$ cat src/rtl/lcd_pkg.sv
// Shared definitions for the scrolling-text LCD marquee: FSM encoding,
// default buffer geometry and HD44780 character codes.
package lcd_pkg;

  typedef enum logic [1:0] {
    ST_IDLE,
    ST_FILL,
    ST_REQ,
    ST_WAIT
  } lcd_state_t;

  localparam int         LCD_ROW_STRIDE = 64;
  localparam logic [7:0] LCD_FILL_CHAR  = 8'h20;

  localparam logic [7:0] HD_CH_SPACE   = 8'h20;
  localparam logic [7:0] HD_CH_ARROW_R = 8'h7E;
  localparam logic [7:0] HD_CH_ARROW_L = 8'h7F;
  localparam logic [7:0] HD_CH_BLOCK   = 8'hFF;

  // Cycles WAIT allows the controller to raise busy before assuming it missed it.
  localparam logic [3:0] LCD_WAIT_TIMEOUT = 4'd15;

endpackage

$ cat src/rtl/lcd_msg_ram.sv
// Message store for the marquee: MSG_LEN bytes, synchronous write,
// asynchronous read. Writes addressed past the last entry are dropped.
module lcd_msg_ram #(
  parameter int MSG_LEN = 32,
  parameter int AW      = 5
) (
  input  logic          clk_i,
  input  logic          we_i,
  input  logic [AW-1:0] wr_addr_i,
  input  logic [7:0]    wr_dat_i,
  input  logic [AW-1:0] rd_addr_i,
  output logic [7:0]    rd_dat_o
);

  logic [7:0] mem_q [MSG_LEN];
  logic       wr_ok;

  if ((1 << AW) > MSG_LEN) begin : g_range
    assign wr_ok = (int'(wr_addr_i) < MSG_LEN);
  end else begin : g_full
    assign wr_ok = 1'b1;
  end

  always_ff @(posedge clk_i) begin
    if (we_i && wr_ok) mem_q[wr_addr_i] <= wr_dat_i;
  end

  assign rd_dat_o = mem_q[rd_addr_i];

endmodule

$ cat src/rtl/lcd_marquee.sv
// Scrolling-text engine that repaints a ROWS x COLS character LCD from a
// rotating message offset. Optional blink frames: LCD_MARQUEE_BLINK_EN.
module lcd_marquee
  import lcd_pkg::*;
#(
  parameter int         COLS       = 16,
  parameter int         ROWS       = 2,
  parameter int         ROW_STRIDE = LCD_ROW_STRIDE,
  parameter int         MSG_LEN    = 32,
  parameter int         TICK_DIV   = 2097152,
  parameter int         ADDR_W     = 7,
  parameter logic [7:0] FILL_CHAR  = LCD_FILL_CHAR,
  localparam int        AW         = (MSG_LEN > 1) ? $clog2(MSG_LEN) : 1
) (
  input  logic              CLK12,
  input  logic              reset_n,
  input  logic              run,
  input  logic              dir,
`ifdef LCD_MARQUEE_BLINK_EN
  input  logic              blink,
`endif
  input  logic              msg_we,
  input  logic [AW-1:0]     msg_addr,
  input  logic [7:0]        msg_dat,
  output logic [ADDR_W-1:0] lcd_addr,
  output logic [7:0]        lcd_dat,
  output logic              lcd_we,
  output logic              repaint,
  input  logic              busy,
  output logic              frame_done,
  output logic [AW-1:0]     offset
);

  localparam int TW = $clog2(TICK_DIV);
  localparam int CW = (COLS > 1) ? $clog2(COLS) : 1;
  localparam int RW = (ROWS > 1) ? $clog2(ROWS) : 1;

  lcd_state_t        state_q;
  logic [TW-1:0]     tick_q;
  logic              tick_wrap;
  logic              pend_q;
  logic [AW-1:0]     offset_q, offset_d;
  logic [AW-1:0]     ptr_q;
  logic [CW-1:0]     col_q;
  logic [RW-1:0]     row_q;
  logic [ADDR_W-1:0] row_base_q;
  logic [3:0]        wcnt_q;
  logic              seen_q;
  logic              blank_q, blank_frame;
  logic [ADDR_W-1:0] lcd_addr_q;
  logic [7:0]        lcd_dat_q;
  logic              lcd_we_q, repaint_q, frame_done_q;
  logic [7:0]        rd_dat;

  lcd_msg_ram #(
    .MSG_LEN(MSG_LEN),
    .AW     (AW)
  ) u_ram (
    .clk_i    (CLK12),
    .we_i     (msg_we),
    .wr_addr_i(msg_addr),
    .wr_dat_i (msg_dat),
    .rd_addr_i(ptr_q),
    .rd_dat_o (rd_dat)
  );

`ifdef LCD_MARQUEE_BLINK_EN
  logic phase_q;

  // Phase flips on every frame start while blink is held; text frame first.
  always_ff @(posedge CLK12 or negedge reset_n) begin
    if (!reset_n) begin
      phase_q <= 1'b0;
    end else if (state_q == ST_IDLE && pend_q) begin
      phase_q <= blink ? ~phase_q : 1'b0;
    end
  end

  assign blank_frame = blink && phase_q;
`else
  assign blank_frame = 1'b0;
`endif

  assign tick_wrap = (tick_q == TW'(TICK_DIV - 1));

  always_ff @(posedge CLK12 or negedge reset_n) begin
    if (!reset_n) tick_q <= '0;
    else          tick_q <= tick_wrap ? '0 : tick_q + 1'b1;
  end

  always_comb begin
    offset_d = offset_q;
    if (!dir) offset_d = (offset_q == AW'(MSG_LEN - 1)) ? '0 : offset_q + 1'b1;
    else      offset_d = (offset_q == '0) ? AW'(MSG_LEN - 1) : offset_q - 1'b1;
  end

  always_ff @(posedge CLK12 or negedge reset_n) begin
    if (!reset_n) begin
      state_q      <= ST_IDLE;
      pend_q       <= 1'b1;
      offset_q     <= '0;
      ptr_q        <= '0;
      col_q        <= '0;
      row_q        <= '0;
      row_base_q   <= '0;
      wcnt_q       <= '0;
      seen_q       <= 1'b0;
      blank_q      <= 1'b0;
      lcd_addr_q   <= '0;
      lcd_dat_q    <= '0;
      lcd_we_q     <= 1'b0;
      repaint_q    <= 1'b0;
      frame_done_q <= 1'b0;
    end else begin
      lcd_we_q     <= 1'b0;
      repaint_q    <= 1'b0;
      frame_done_q <= 1'b0;
      if (tick_wrap && !pend_q) pend_q <= 1'b1;

      case (state_q)
        ST_IDLE: begin
          if (pend_q) begin
            pend_q     <= 1'b0;
            blank_q    <= blank_frame;
            col_q      <= '0;
            row_q      <= '0;
            row_base_q <= '0;
            state_q    <= ST_FILL;
            if (run && !blank_frame) begin
              offset_q <= offset_d;
              ptr_q    <= offset_d;
            end else begin
              ptr_q    <= offset_q;
            end
          end
        end

        // The message index advances by one per cell in row-major order, so a
        // wrapping pointer replaces (offset + r*COLS + c) mod MSG_LEN.
        ST_FILL: begin
          lcd_we_q   <= 1'b1;
          lcd_addr_q <= row_base_q + ADDR_W'(col_q);
          lcd_dat_q  <= blank_q ? FILL_CHAR : rd_dat;
          ptr_q      <= (ptr_q == AW'(MSG_LEN - 1)) ? '0 : ptr_q + 1'b1;
          if (col_q == CW'(COLS - 1)) begin
            col_q      <= '0;
            row_base_q <= row_base_q + ADDR_W'(ROW_STRIDE);
            if (row_q == RW'(ROWS - 1)) state_q <= ST_REQ;
            else                        row_q   <= row_q + 1'b1;
          end else begin
            col_q <= col_q + 1'b1;
          end
        end

        ST_REQ: begin
          if (!busy) begin
            repaint_q <= 1'b1;
            wcnt_q    <= '0;
            seen_q    <= 1'b0;
            state_q   <= ST_WAIT;
          end
        end

        ST_WAIT: begin
          if (!seen_q) begin
            if (busy || wcnt_q == LCD_WAIT_TIMEOUT) seen_q <= 1'b1;
            else                                     wcnt_q <= wcnt_q + 1'b1;
          end else if (!busy) begin
            frame_done_q <= 1'b1;
            state_q      <= ST_IDLE;
          end
        end

        default: state_q <= ST_IDLE;
      endcase
    end
  end

  assign lcd_addr   = lcd_addr_q;
  assign lcd_dat    = lcd_dat_q;
  assign lcd_we     = lcd_we_q;
  assign repaint    = repaint_q;
  assign frame_done = frame_done_q;
  assign offset     = offset_q;

endmodule

$ cat config.mk
export PLATFORM = sky130hd
export DESIGN_NAME = lcd_marquee
export DESIGN_NICKNAME = d
export VERILOG_FILES = /design/src/rtl/lcd_pkg.sv /design/src/rtl/lcd_msg_ram.sv /design/src/rtl/lcd_marquee.sv
export SDC_FILE = /design/constraint.sdc
export NUM_CORES = 1
export LEC_CHECK = 0
export BUFFER_PORTS_ARGS = -buffer_cell sky130_fd_sc_hd__buf_2
export CAP_MARGIN = 20
export CORE_ASPECT_RATIO = 0.6
export CORE_UTILIZATION = 55
export CTS_BUF_LIST = sky130_fd_sc_hd__clkbuf_4 sky130_fd_sc_hd__clkbuf_8 sky130_fd_sc_hd__clkbuf_16
export DETAILED_ROUTE_END_ITERATION = 8
export HOLD_SLACK_MARGIN = 0.05
export PLACE_DENSITY = 0.72
export RECOVER_POWER = 50
export SYNTH_ARGS = -nofsm -noshare
export SYNTH_HDL_FRONTEND = slang
export SYNTH_SLANG_ARGS = --single-unit
$ cat constraint.sdc
create_clock -name CLK12 -period 2.7 [get_ports CLK12]
set_clock_uncertainty 0.15 [all_clocks]
set_input_delay 0.27 -clock CLK12 [delete_from_list [all_inputs] [get_ports CLK12]]
set_output_delay 0.27 -clock CLK12 [all_outputs]
set_load 0.02 [all_outputs]
==> flow_metrics.tcl, run 1 <==
set metrics [dict create \
    status "finished with violations" \
    violations "max-capacitance violations, max-slew violations" \
    p_leak_nw 5.93 \
    layout_common_cells "edfxtp_1 (256), mux2i_1 (131), dfrtp_1 (61), nor2_1 (58), buf_4 (53)" \
    critPathSlowestCell "nor2b_2" \
    crit_type "reg -> reg" \
    ys_ff_latch 319 \
    slew_viol_final 262 \
    cts_resized 0 \
    cts-buffers-inserted 29 \
    firstDrtPassIters 5 \
    final_util_pct 65.0 \
    startpoint "ptr_q[2]" \
    hold_class "in -> reg" \
    pwr-share-seq_pct 40.4 \
    tightest_slew_ns 1.72 \
    crit_path_cell_trace "nor2b_2 -> buf_4 -> a22oi_1 -> a21oi_1 -> o41ai_2" \
    antenna_found_initial 0 \
    end_kind "flop" \
    powerDensity_nw_per_um2 954 \
    start_kind "flop" \
    grt-ovfl-total 0 \
    nNetsFinal 985 \
    fillerInstances 1720 \
    drive_gt1_share_pct 18.7 \
    netlist-cell-type-count 58 \
    hold_depth 4 \
    row_count 43 \
    drv_cap 7 \
    ys_seq_area_share_pct 69.3 \
    final_common_cell "edfxtp_1" \
    routed_wl_mm 28.6 \
    combinationalPowerShare_pct 29.5 \
    num_antenna_cells 0 \
    synth-edff-count 256 \
    async_flop_share_pct 19.7 \
    cts.clk_slew.worst_paths_ns 0.06 \
    worst_skew_pair.late_latency_ns 0.55 \
    fin_setup_tns_ns 0 \
    grt_pass1_vias 7211 \
    cts-root-buf "clkbuf_16" \
    dp_hpwl_mm 18.5 \
    cp.required_ns 2.97 \
    gp_congestion 0.828 \
    rsz0062_at_grt "false" \
    core_area_um2 23500 \
    vias_per_cell 5.90 \
    fin_crit_sh_pct 91.0 \
    die_y_um 123 \
    synth.avg_cell_area_um2 15.6 \
    clkSinkCount 319 \
    hold_slack_ns 0.134 \
    via_count 7609 \
    finalHoldViolCount 0 \
    netlist_instances 859 \
    die_w_um 203 \
    synth_area_um2 13400 \
    ctsLongestPathBuffers 3 \
    drtIter0Drc 626 \
    ant_nets 0 \
    max_slew_margin_pct -14.4 \
    r2r-end "lcd_dat[0]" \
    design_area_um2 15200 \
    grt_max_degree 64 \
    path_max_fanout 16 \
    period_minus_slack_ns 2.46 \
    arrival_ns 2.73 \
    die-area_um2 24900 \
    synth_ff_type "edfxtp_1" \
    hold_path_end "offset[0]" \
    wl_per_cell_um 22.2 \
    syn_to_final_growth_pct 14.1 \
    ff2ff_setup_slack_ns 0.24 \
    cp_slowest_stage_delay_ns 0.79 \
    rr_worst_depth 5 \
    fmax_ghz 0.407 \
    gr-usage-all-layers_pct 23.9 \
    hold_start "dir" \
    p_switching_mw 4.50 \
    ir_drop_uv 583 \
    pwr-share-clk_pct 30.1 \
    io_pins 42 \
    internal_power_mw 10.0 \
    tritoncts "done" \
    h-tree-depth 1 \
    drcViolationCount 0 \
    place_area_um2 14200 \
    initial_utilization_pct 57.0 \
    grt_pass1_wl_mm 43.8 \
    worstReg2RegStart "ptr_q[2]" \
    cts_hold_buf 3 \
    post_cts_buffers 0 \
    final-setup-viol-count 0 \
    ys_warn_count 0 \
    portBuffers 41 \
    p_sw_share_pct 30.9 \
    syn_nets 892 \
]
[per-layer routing]
layer  global-route usage, %  routed length [µm]  vias to the layer above
met5                       0                   0                        -
met4                    4.32                 394                        0
met3                    5.55                2470                       37
met2                    32.7               12000                      264
met1                    38.6               13800                     3798
li1                        -                   -                     3510
[worst max path at each step]
stage | endpoint | slack (ns)
2_1_floorplan | ptr_q[4] | 0.51
3_3_place_gp | lcd_dat[2] | 0.34
3_5_place_dp | lcd_dat[0] | 0.29
4_1_cts | lcd_dat[0] | 0.26
5_1_grt | lcd_dat[3] | 0.15
6_report | lcd_dat[0] | 0.24
[flip-flops by register name, summed over array words and instances (netlist names)]
name and count:
frame_done 1, wcnt_q 4, lcd_dat 8, repaint 1, seen_q 1, tick_q 21, ptr_q 5, row_base_q 1
offset 5, row_q 1, lcd_we 1, lcd_addr 7, state_q 2, pend_q 1, col_q 4, u_ram.mem_q 256
[cell usage after synthesis, drive strengths merged, types with 11 or more instances]
cell type | instances | area [µm²]
edfxtp | 256 | 7690
nand3 | 16 | 80.1
mux2i | 131 | 1310
inv | 11 | 41.3
ha | 14 | 175
a22oi | 33 | 248
xor2 | 12 | 105
buf | 31 | 246
a221oi | 16 | 240
a21oi | 34 | 170
dfrtp | 62 | 1550
nor2 | 59 | 221
clkbuf | 14 | 52.6
o21ai | 18 | 90.1
nand2 | 30 | 113
a22o | 19 | 166
[final cells by class]
cell class                 instances  area [µm²]  share of cell area [%]
sequential                       319        9270                    60.8
clock buffer                      30         733                    4.81
inverter                          11        41.3                   0.271
timing repair buffer             107         758                    4.97
clock inverter                    23         283                    1.86
multi-input combinational        484        3760                    24.7
tap                              315         394                    2.59
[through the flow]
| step | cells | total power [mW] | setup slack, ns |
|---|---|---|---|
| 5_1_grt | 1289 | 15.1 | 0.147 |
| 4_1_cts | 1289 | 14.6 | 0.262 |
| 3_3_place_gp | 1233 | 10.1 | 0.343 |
| 3_5_place_dp | 1233 | 10.2 | 0.289 |
| 2_1_floorplan | 859 | 8.90 | 0.511 |
| 6_report | 1289 | 14.5 | 0.244 |
[power by group through the flow]
stage | Combinational [mW] | Sequential [mW] | Clock (mW)
2_1_floorplan | 2.96 | 5.94 | 0
3_3_place_gp | 4.18 | 5.96 | 0
3_5_place_dp | 4.25 | 5.97 | 0
4_1_cts | 4.28 | 5.87 | 4.43
5_1_grt | 4.60 | 5.91 | 4.63
6_report | 4.29 | 5.87 | 4.37
[kinds of logic (layout without fill, tap and decap cells)]
kind of cell	count (synthesis)	in the layout	share of synthesized area [%]
AO/OA/AOI/OAI	150	150	9.07
adder cells (fa/ha/maj)	14	14	1.31
other	1	1	0.0281
buffers and inverters	56	171	2.55
multiplexers	139	139	10.5
XOR/XNOR	21	21	1.38
flip-flops	319	319	69.3
AND/OR/NAND/NOR	159	159	5.83
[worst max-delay path, delay by kind of cell, from the launching register on]
| kind | cells | cell delay (ns) |
|---|---|---|
| AND/OR/NAND/NOR | 1 | 0.79 |
| AO/OA/AOI/OAI | 3 | 0.55 |
| flip-flops | 1 | 0.46 |
| buffers and inverters | 1 | 0.36 |
Power figures use the tool's default switching activity.
==> inputs of run 2 (changes only) <==
ABC_AREA = 1   (was not set)
==> run 2 against run 1 <==
Net effect:
- the flow still finishes with violations (max-capacitance violations, max-slew violations)
- synthesized cell count up 48%
- worst hold slack worse by 0.067 ns
- clock power about the same
- clock-buffer cell count up 6
- flip-flop and latch count unchanged
==> flow_metrics.tcl, run 2 <==
set metrics [dict create \
    via_count 9592 \
    combinationalPowerShare_pct 31.2 \
    drive_gt1_share_pct 10.3 \
    cts_resized 0 \
    post_cts_buffers 0 \
    largest_reg_flops 256 \
    worstReg2RegStart "ptr_q[0]" \
    synth_area_leaders "edfxtp_1 (56%), dfrtp_1 (11%), nand2_1 (11%)" \
    synth-edff-count 256 \
    tritoncts "done" \
    place_area_um2 14300 \
    gr-usage-all-layers_pct 27.5 \
    clkSinkCount 319 \
    ctsLongestPathBuffers 3 \
    grt-ovfl-total 0 \
    fmax_ghz 0.441 \
    p_sw_share_pct 35.6 \
    ff2ff_setup_slack_ns 0.43 \
    h-tree-depth 1 \
    routed_wl_mm 33.8 \
    num_antenna_cells 0 \
    period_minus_slack_ns 2.27 \
    nNetsFinal 1360 \
    yosys.area_share.simple_pct 23.7 \
    synth_largest_area_cell "edfxtp_1" \
    final_common_cell "nand2_1" \
    antenna_found_initial 0 \
    fin_ws_ns 0.433 \
    p_switching_mw 5.27 \
    internal_power_mw 9.54 \
    design_area_um2 15300 \
    tightest_slew_ns 1.88 \
    firstDrtPassIters 5 \
    fin_crit_sh_pct 84.0 \
    cts-buffers-inserted 28 \
    final-setup-viol-count 0 \
    cts-root-buf "clkbuf_16" \
    synth_compound_area_share_pct 1.68 \
    initial_utilization_pct 56.3 \
    status "finished with violations" \
    ir_drop_uv 941 \
    grt_pass1_wl_mm 53.0 \
    r2r-end "lcd_dat[4]" \
    synth_most_common_cell "nand2_1" \
    arrival_ns 2.62 \
    pwr-share-clk_pct 29.6 \
    rsz0062_at_grt "false" \
    p_leak_nw 6.10 \
    ant_nets 0 \
    synth-xor-area-share_pct 1.47 \
    cts_hold_buf 4 \
    portBuffers 41 \
    drcViolationCount 0 \
    hold_start "dir" \
    grt_pass1_vias 9105 \
    violations "max-capacitance violations, max-slew violations" \
    hold_class "in -> reg" \
    cts.clk_slew.worst_paths_ns 0.07 \
    start_kind "flop" \
    synth.top_cell.area_share_pct 56.1 \
    slew_viol_final 231 \
    ys_seq_area_share_pct 67.7 \
    gp_congestion 0.868 \
    layout_common_cells "nand2_1 (413), edfxtp_1 (256), nand3_1 (254), nor2_1 (71), dfrtp_1 (60)" \
    ys_ff_latch 319 \
    vias_per_cell 5.74 \
    pwr-share-seq_pct 39.3 \
    synth.avg_cell_area_um2 10.8 \
    grt_max_degree 96 \
    drtIter0Drc 1143 \
    die-area_um2 25600 \
    cp.required_ns 3.05 \
    max_slew_margin_pct -25.5 \
    wl_per_cell_um 20.2 \
    top_register "u_ram.mem_q" \
    hold_slack_ns 0.0673 \
    synth_top_family_by_area "simple AND/OR/NAND/NOR gates" \
    dp_slack_ns 0.517 \
    drv_cap 8 \
    die_w_um 206 \
    synth_common_cells "nand2_1 (413), edfxtp_1 (256), nand3_1 (254), nor2_1 (71), dfrtp_1 (62)" \
    hold_depth 5 \
    die_y_um 124 \
    finalHoldViolCount 0 \
    worst_skew_pair.late_latency_ns 0.56 \
    core_area_um2 24300 \
    synth_fa_ha_area_share_pct 1.28 \
    hold_path_end "offset[4]" \
    path_max_fanout 95 \
    io_pins 42 \
    syn_nets 1302 \
    powerDensity_nw_per_um2 965 \
    synthMuxAreaShare_pct 0.0822 \
    fin_setup_tns_ns 0 \
    async_flop_share_pct 19.7 \
    synth_area_um2 13700 \
    netlist_instances 1269 \
    end_kind "flop" \
    final_util_pct 63.1 \
    ys_warn_count 0 \
    row_count 44 \
    dp_hpwl_mm 21.0 \
    netlist-cell-type-count 40 \
    rr_worst_depth 10 \
    synth_ff_type "edfxtp_1" \
    fillerInstances 1901 \
    syn_to_final_growth_pct 12.1 \
    crit_type "reg -> reg" \
]
[run 2: worst max-delay path: stages (launching register included)]
cell,delay [ns]
dfrtp_4,0.45
buf_12,0.36
buf_4,0.33
nand2_1,0.07
nand3_1,0.11
nand3_1,0.11
nand2_1,0.14
nand2_1,0.07
nand3_1,0.17
nand3_1,0.09
nand2_1,0.07
[run 2: layout make-up]
cell class	count	area (µm²)	share of cell area, %
multi-input cells	840	3870	25.2
well taps	322	403	2.62
repair buffers	86	598	3.90
clock inverters	16	213	1.39
inverters	52	199	1.30
clock buffers	36	797	5.19
flip-flops and latches	319	9270	60.4
[run 2: how the worst max path moves through the flow]
stage	startpoint	end	slack [ns]	depth (start not counted)
global route	ptr_q[0]	lcd_dat[4]	0.30	10
CTS	ptr_q[0]	lcd_dat[4]	0.47	10
global placement	ptr_q[0]	lcd_dat[1]	0.55	10
floorplan	offset[0]	ptr_q[2]	0.88	11
finish	ptr_q[0]	lcd_dat[4]	0.43	10
detailed placement	ptr_q[0]	lcd_dat[4]	0.52	10
[run 2: cells by family after synthesis]
| group | count (synthesis) |
|---|---|
| compound gates | 41 |
| xor+xnor | 23 |
| fa+ha+maj | 14 |
| buf+inv | 110 |
| flops | 319 |
| mux | 1 |
| other cells | 1 |
| simple gates | 760 |
[run 2: layer usage]
| metal | part of all wire, % | up-vias | GRT usage (%) |
|---|---|---|---|
| li1 | - | 4447 | - |
| met1 | 46 | 4621 | 45.5 |
| met2 | 42 | 479 | 37.4 |
| met3 | 10 | 45 | 5.44 |
| met4 | 1.7 | 0 | 5.27 |
| met5 | 0 | - | 0 |
[run 2: per-stage QoR]
| stage | power, mW | instances |
|---|---|---|
| after CTS | 14.8 | 1671 |
| after detailed placement | 10.4 | 1615 |
| after global placement | 10.4 | 1615 |
| after floorplan | 9.05 | 1269 |
| final | 14.8 | 1671 |
| after global routing | 15.5 | 1671 |
[run 2: power by group through the flow]
stage | clock, mW | combinational (mW) | sequential (mW)
after floorplan | 0 | 3.10 | 5.96
after global placement | 0 | 4.47 | 5.90
after detailed placement | 0 | 4.55 | 5.90
after CTS | 4.41 | 4.58 | 5.81
after global routing | 4.60 | 5.08 | 5.85
final | 4.38 | 4.61 | 5.82
